**config.mk**
```make
export PLATFORM = sky130hd
export DESIGN_NAME = blackparrot_fpga_host_nbf_sipo
export DESIGN_NICKNAME = d
export VERILOG_FILES = /design/src/rtl/blackparrot_fpga_host_nbf_sipo.sv
export SDC_FILE = /design/constraint.sdc
export NUM_CORES = 1
export LEC_CHECK = 0
export CORE_MARGIN = 2
export CORE_UTILIZATION = 51
export CTS_CLUSTER_SIZE = 10
export DETAILED_ROUTE_END_ITERATION = 7
export GPL_ROUTABILITY_DRIVEN = 0
export PLACE_DENSITY = 0.86
export SYNTH_ARGS = -nofsm -noshare
export SYNTH_HDL_FRONTEND = slang
export SYNTH_SLANG_ARGS = --single-unit
```
**constraint.sdc**
```tcl
create_clock -name s_axil_aclk -period 3.75 [get_ports s_axil_aclk]
set_input_delay 0.375 -clock s_axil_aclk [delete_from_list [all_inputs] [get_ports s_axil_aclk]]
set_output_delay 0.375 -clock s_axil_aclk [all_outputs]
set_load 0.02 [all_outputs]
```
**src/rtl/blackparrot_fpga_host_nbf_sipo.sv**
```systemverilog
// -----------------------------------------------------------------------------
// blackparrot_fpga_host_nbf_sipo
//
// Serial-in / parallel-out assembler for NBF (network boot format) packets.
// A packet arrives as a stream of 32-bit words: one opcode word, then
// A = nbf_addr_width_p/32 address words, then D = nbf_data_width_p/32 data
// words. Address and data words arrive least-significant word first. Once
// the packet is fully collected, it is presented on the pkt_* outputs with a
// valid/ready handshake.
//
// Optional feature (compile-time macro):
//   BP_FPGA_HOST_NBF_SIPO_OPCODE_CHECK_EN
//     defined   : a packet whose opcode is not supported is consumed in full,
//                 then dropped. opcode_err_o is set and stays set until reset.
//     undefined : every opcode is forwarded. opcode_err_o is tied to 0.
//
// Ports:
//   s_axil_aclk      in   clock; all state changes on its rising edge
//   s_axil_aresetn   in   asynchronous active-low reset
//   nbf_v_i          in   input word valid
//   nbf_data_i       in   serialized NBF word (fifo_data_width_p bits)
//   nbf_ready_and_o  out  input word accepted when high together with nbf_v_i
//   pkt_v_o          out  assembled packet valid
//   pkt_opcode_o     out  packet opcode
//   pkt_addr_o       out  packet address
//   pkt_data_o       out  packet data
//   pkt_ready_and_i  in   downstream accepts the packet when high with pkt_v_o
//   pkt_count_o      out  number of packets handed downstream (wraps)
//   opcode_err_o     out  sticky unsupported-opcode flag
// -----------------------------------------------------------------------------
module blackparrot_fpga_host_nbf_sipo #(
  parameter int fifo_data_width_p  = 32,
  parameter int nbf_opcode_width_p = 8,
  parameter int nbf_addr_width_p   = 64,
  parameter int nbf_data_width_p   = 64
) (
  input  logic                          s_axil_aclk,
  input  logic                          s_axil_aresetn,
  input  logic                          nbf_v_i,
  input  logic [fifo_data_width_p-1:0]  nbf_data_i,
  output logic                          nbf_ready_and_o,
  output logic                          pkt_v_o,
  output logic [nbf_opcode_width_p-1:0] pkt_opcode_o,
  output logic [nbf_addr_width_p-1:0]   pkt_addr_o,
  output logic [nbf_data_width_p-1:0]   pkt_data_o,
  input  logic                          pkt_ready_and_i,
  output logic [31:0]                   pkt_count_o,
  output logic                          opcode_err_o
);

  localparam int a_words = nbf_addr_width_p / 32;
  localparam int d_words = nbf_data_width_p / 32;

  // The word counter only needs to reach the last index of a 2-word field.
  localparam logic [1:0] a_last = 2'(a_words - 1);
  localparam logic [1:0] d_last = 2'(d_words - 1);

  typedef logic [nbf_opcode_width_p-1:0] opcode_t;

  typedef enum logic [1:0] {
    e_opcode,
    e_addr,
    e_data,
    e_send
  } state_e;

  state_e                        state_r, state_n;
  logic [1:0]                    cnt_r, cnt_n;
  logic                          ready_r;
  opcode_t                       pkt_opcode_r;
  logic [nbf_addr_width_p-1:0]   pkt_addr_r;
  logic [nbf_data_width_p-1:0]   pkt_data_r;
  logic [31:0]                   pkt_count_r;

  logic in_hs;
  logic out_hs;
  logic last_data_hs;
  logic opcode_ok;

  assign in_hs        = nbf_v_i & ready_r;
  assign out_hs       = (state_r == e_send) & pkt_ready_and_i;
  assign last_data_hs = in_hs & (state_r == e_data) & (cnt_r == d_last);

`ifdef BP_FPGA_HOST_NBF_SIPO_OPCODE_CHECK_EN
  function automatic logic opcode_supported(input opcode_t op);
    return op inside {opcode_t'(8'h00), opcode_t'(8'h01), opcode_t'(8'h02),
                      opcode_t'(8'h03), opcode_t'(8'h10), opcode_t'(8'h11),
                      opcode_t'(8'h12), opcode_t'(8'h13), opcode_t'(8'hFE),
                      opcode_t'(8'hFF)};
  endfunction

  assign opcode_ok = opcode_supported(pkt_opcode_r);
`else
  assign opcode_ok = 1'b1;
`endif

  // NOTE: every signal assigned in always_comb gets a default first, so no
  // path through the case statement can leave it unassigned and infer a latch.
  always_comb begin
    state_n = state_r;
    unique case (state_r)
      e_opcode: if (in_hs) state_n = e_addr;
      e_addr:   if (in_hs && cnt_r == a_last) state_n = e_data;
      // An unsupported packet has been fully consumed at this point, so the
      // stream stays aligned when it is dropped straight back to e_opcode.
      e_data:   if (last_data_hs) state_n = opcode_ok ? e_send : e_opcode;
      e_send:   if (out_hs) state_n = e_opcode;
      default:  state_n = e_opcode;
    endcase

    cnt_n = cnt_r;
    if (state_n != state_r) begin
      cnt_n = 2'd0;
    end else if (in_hs && (state_r == e_addr || state_r == e_data)) begin
      cnt_n = cnt_r + 2'd1;
    end
  end

  // NOTE: sequential state is written only with non-blocking assignments so
  // every flop samples the pre-edge values of the others.
  always_ff @(posedge s_axil_aclk or negedge s_axil_aresetn) begin
    if (!s_axil_aresetn) begin
      state_r <= e_opcode;
      cnt_r   <= 2'd0;
      ready_r <= 1'b0;
    end else begin
      state_r <= state_n;
      cnt_r   <= cnt_n;
      // Ready is registered so it stays low during reset and rises on the
      // first edge after release; it tracks "next state is not e_send".
      ready_r <= (state_n != e_send);
    end
  end

  // NOTE: the packet registers are visible outputs, so they are reset to a
  // known value rather than left as free-running datapath storage.
  always_ff @(posedge s_axil_aclk or negedge s_axil_aresetn) begin
    if (!s_axil_aresetn) begin
      pkt_opcode_r <= '0;
      pkt_addr_r   <= '0;
      pkt_data_r   <= '0;
    end else if (in_hs) begin
      unique case (state_r)
        e_opcode: pkt_opcode_r <= nbf_data_i[nbf_opcode_width_p-1:0];
        e_addr: begin
          for (int k = 0; k < a_words; k++) begin
            if (cnt_r == 2'(k)) pkt_addr_r[k*32 +: 32] <= nbf_data_i[31:0];
          end
        end
        e_data: begin
          for (int k = 0; k < d_words; k++) begin
            if (cnt_r == 2'(k)) pkt_data_r[k*32 +: 32] <= nbf_data_i[31:0];
          end
        end
        default: ;
      endcase
    end
  end

  always_ff @(posedge s_axil_aclk or negedge s_axil_aresetn) begin
    if (!s_axil_aresetn) begin
      pkt_count_r <= 32'd0;
    end else if (out_hs) begin
      pkt_count_r <= pkt_count_r + 32'd1;
    end
  end

`ifdef BP_FPGA_HOST_NBF_SIPO_OPCODE_CHECK_EN
  logic opcode_err_r;

  always_ff @(posedge s_axil_aclk or negedge s_axil_aresetn) begin
    if (!s_axil_aresetn) begin
      opcode_err_r <= 1'b0;
    end else if (last_data_hs && !opcode_ok) begin
      opcode_err_r <= 1'b1;
    end
  end

  assign opcode_err_o = opcode_err_r;
`else
  assign opcode_err_o = 1'b0;
`endif

  assign nbf_ready_and_o = ready_r;
  assign pkt_v_o         = (state_r == e_send);
  assign pkt_opcode_o    = pkt_opcode_r;
  assign pkt_addr_o      = pkt_addr_r;
  assign pkt_data_o      = pkt_data_r;
  assign pkt_count_o     = pkt_count_r;

endmodule

```
---- After elaboration in Yosys (flattened, before gate mapping) ----
Cells that the tools add are included.
word-level totals
  input bits .............................. 36
  output and inout bits ................... 171
  register bits after elaboration ......... 173
  logic and storage cells ................. 39
operators by class
  $add $sub $neg .......................... 2
  equal/unequal tests ..................... 6
  bitwise logic cells ..................... 4
  muxes and demuxes ....................... 7
  reductions and logical operators ........ 11
operators by type and width
  operator                                                         count
  32-bit by 1-bit adder with 32-bit output, second input constant  1
  2-bit 2-to-1 mux                                                 6
  3-bit AND reduction                                              4
  2-bit case mux with 4 select lines                               1
  1-bit bitwise AND                                                4
  2-bit by 1-bit == test with 1-bit output, second input constant  2
  2-bit == test, second input constant                             2
  2-bit logical NOT                                                2
  2-bit by 1-bit adder with 2-bit output, second input constant    1
  1-bit logical AND                                                2
  2-bit inequality test                                            1
  2-bit inequality test, second input constant                     1
  2-bit AND reduction                                              1
  2-bit nonzero test                                               1
  1-bit logical OR                                                 1

---- Logic depth before layout (Yosys ltp) ----
  depth after elaboration ................. 7
  mapped depth ............................ 6
  gate-level depth less buffers ........... 6

---- Worst setup path before layout ----
Ideal clock, no wire load.
  path type ............................... reg-to-reg
  start ................................... register state_r[1]
  end ..................................... register pkt_count_r[21], in the netlist pkt_count_o[21]
  setup time .............................. 0.130 ns
  buffers on the path ..................... 0
  stages on the path, launching flop included .. 6
  data arrival time ....................... 1.717 ns
  clock period less this slack ............ 1.847 ns
  data required time ...................... 3.620 ns
  slack ................................... 1.903 ns
  path through ............................ dfrtp_1 ha_1 nand3_1 nor4_4 nand4b_1 xnor2_1
between the ends
  longest elaborated chain between the ends .. 2
ends and longest elaborated chain
  element                   line  text
  start: declaration        67    state_e state_r, state_n;
  start signal: assignment  123   state_r <= e_opcode;
  start signal: assignment  127   state_r <= state_n;
  2-bit == test             -
  net pkt_v_o               42    output logic pkt_v_o,
  1-bit bitwise AND         81    assign out_hs = (state_r == e_send) & pkt_ready_and_i;
  end signal: assignment    164   pkt_count_r <= pkt_count_r + 32'd1;
  end: declaration          73    logic [31:0] pkt_count_r;
The timed path passes the listed nets, and every way through them passes these cells.
A chain may end at the register's enable or synchronous reset.

---- Worst setup path after layout ----
  start ................................... register state_r[1]
  end ..................................... register pkt_addr_r[56], in the netlist pkt_addr_o[56]
between the ends
  longest elaborated chain between the ends .. 2
ends and longest elaborated chain
  element                                   line  text
  2-bit by 1-bit == test with 1-bit output  143   unique case (state_r)
  3-bit AND reduction (no source line)      -
  end signal: indexed assignment            147   if (cnt_r == 2'(k)) pkt_addr_r[k*32 +: 32] <= nbf_data_i[31:0];
  end: declaration                          71    logic [nbf_addr_width_p-1:0] pkt_addr_r;
No other way between the ends.

==> results by group <==
Status
  • Status: completed

Timing
  • Fin crit period: 2.51 ns
  • Pins Over Slew Limit: 0
  • Fmax: 398 MHz
  • RSZ-0062 raised after global routing: false
  • Clock skew: 0.00853 ns
  • Post-route setup TNS: 0 ns
  • Hold Fails Final Rpt: 0
  • Slew HR: 0.284
  • Actual slew at the worst max-slew pin: 1.07 ns
  • Setup violations, final: 0
  • Period utilization: 0.670

Floorplanning
  • IO Pins: 207
  • Die area: 0.0144 mm^2
  • Row Count: 42
  • Core Area: 0.0132 mm^2
  • Die H: 120 um
  • Die Wd: 120 um
  • Initial core utilization: 0.522

Pwr
  • IR drop worst, VDD: 0.531 mV
  • Pleak: 4.25 nW
  • Pwr Density: 903 mW/mm^2

Synth
  • Count of state elements after synthesis: 173
  • Post-synth ARST share: 1.00
  • Synth warn: 0
  • Synth Net Count: 501
  • Post-synth EDFFs: 0
  • Mean Syn Cell Area: 15.1 um^2
  • Register area share after synthesis: 0.629
  • Count of cell types in the netlist: 35
  • Main flop type after synthesis: dfrtp_1
  • Syn Inst Count: 457
  • Mapped Area: 0.00688 mm^2

CTS
  • Clk Latency, worst-skew pair: 0.42 ns
  • TritonCTS Buffers: 17
  • CTS H-tree depth: 4
  • Clock transition at path regs: 0.07 ns
  • Root Driver: clkbuf_16
  • Num Clock Sinks: 173
  • # resized after CTS: 0
  • TritonCTS clock tree: yes
  • CTS max path bufs: 2

Global route
  • First-pass GRT wire length: 26.0 mm
  • Pin count of the biggest net entering global routing: 100
  • Total GRT Usage: 0.236
  • Number of global-route vias before repair: 4,731
  • Initial antenna violation count: 0
  • Total grt overflow: 0

Worst setup path
  • Crit start category: flop
  • Data required time at the worst endpoint: 4.04 ns
  • Critical setup path kind: flop to flop
  • Critical path data arrival time: 2.80 ns
  • Crit path max fanout: 24
  • Crit. End Element: flop

Cells and area
  • Most common cell after layout, fill and taps aside: clkdlybuf4s50_1
  • Antenna Cells: 0
  • Final Util: 0.743
  • Layout cells sized above 1: 0.262
  • Most frequent cells in the layout: 204 x clkdlybuf4s50_1, 173 x dfrtp_1, 131 x mux2_2
  • Synth-to-layout area growth: 42.3%
  • Nets@finish: 715
  • Fill cells: 840

Routing
  • Wire per inst: 18.7 um
  • 1st-pass router iterations: 4
  • Post-route DRC: 0
  • Drt total wl: 16.1 mm
  • Final ANT Viol Nets: 0
  • DR vias: 4,557
  • Vias per cell: 5.30
  • Initial DRC count: 187

Place
  • DP HPWL: 11.2 mm
  • PortBufs: 205

Job
  • Max cap viols: 0

Hold path
  • Hold/Removal Path Class: flop to flop
==> stage by stage <==
step	worst slack [ns]	hold slack [ns]	instance area (um^2)	total power, mW	instances
after floorplan	1.90	0.0794	6880	5.04	457
after global placement	1.12	0.421	9140	6.86	827
after detailed placement	1.08	0.435	9140	7.01	827
after CTS	1.25	0.487	9790	8.93	860
after global routing	0.995	0.511	9790	9.27	860
final	1.24	0.492	9790	8.85	860
==> worst max-delay path: stages, from the launching register on <==
cell	delay (ns)
dfrtp_1	0.44
inv_1	0.17
ha_1	0.30
nand4_1	0.60
buf_4	0.51
mux2_2	0.35
==> registers in the layout (all words and copies together) (netlist names) <==
register and cells:
pkt_addr_o 64, pkt_data_o 64, pkt_count_o 32, pkt_opcode_o 8, cnt_r 2, state_r 2, nbf_ready_and_o 1
==> per-layer routing <==
layer / share of wire / global-route usage
met1: 0.42 / 0.303
met2: 0.50 / 0.381
met3: 0.063 / 0.0660
met4: 0.018 / 0.0941
met5: 0 / 0
==> report_power, final <==
group	total [mW]	switching (mW)	internal (mW)
sequential	3.08	0.441	2.64
combinational	3.88	1.84	2.04
clock	1.88	0.732	1.15
total	8.85	3.02	5.83
==> final timing paths <==
| kind | start | endpoint | slack (ns) | depth (start not counted) |
|---|---|---|---|---|
| min in group asynchronous | s_axil_aresetn | pkt_data_o[38] | 0.54 | 2 |
| setup / recovery | state_r[1] | pkt_addr_o[56] | 1.24 | 5 |
| max in group asynchronous | s_axil_aresetn | pkt_data_o[58] | 2.25 | 3 |
| setup reg to reg | state_r[1] | pkt_addr_o[56] | 1.24 | 5 |
| hold reg to reg | pkt_count_o[31] | pkt_count_o[31] | 0.49 | 1 |
| hold / removal | pkt_count_o[31] | pkt_count_o[31] | 0.49 | 1 |
==> logic make-up (layout without fill, tap and decap cells) <==
group           after synthesis  after routing  share of synthesized area
buf+inv                      22            249                     0.0154
mux                         138            138                      0.226
fa+ha+maj                     8              8                     0.0145
flops                       173            173                      0.629
xor+xnor                     32             32                     0.0407
simple gates                 73             73                     0.0638
other cells                   1              1                   0.000545
compound gates               10             10                     0.0104
==> final cells by class <==
class / instances / area (um^2) / area share
Clock buffer: 18 / 439 / 0.0448
Clock inverter: 14 / 208 / 0.0212
Inverter: 6 / 22.5 / 0.00230
Multi-Input combinational cell: 262 / 2460 / 0.251
Sequential cell: 173 / 4330 / 0.442
Tap cell: 176 / 220 / 0.0225
Timing Repair Buffer: 211 / 2110 / 0.216
==> Yosys cell counts, drive strengths merged, types with 5 or more instances <==
master,n,area [um^2]
buf,15,80.1
dfrtp,173,4330
ha,8,100
inv,6,22.5
mux2,137,1540
nand2,12,45.0
nand3,22,123
nand4,10,62.6
nor3,5,25.0
xnor2,27,236
xor2,5,43.8
==> what timing repair did <==
action                                  CTS  global route
hold buffers                              1             0
endpoints found under the setup margin    0             0
endpoints found under the hold margin    46             0
buffers inserted                          0             0
(Power assumes the default switching activity.)
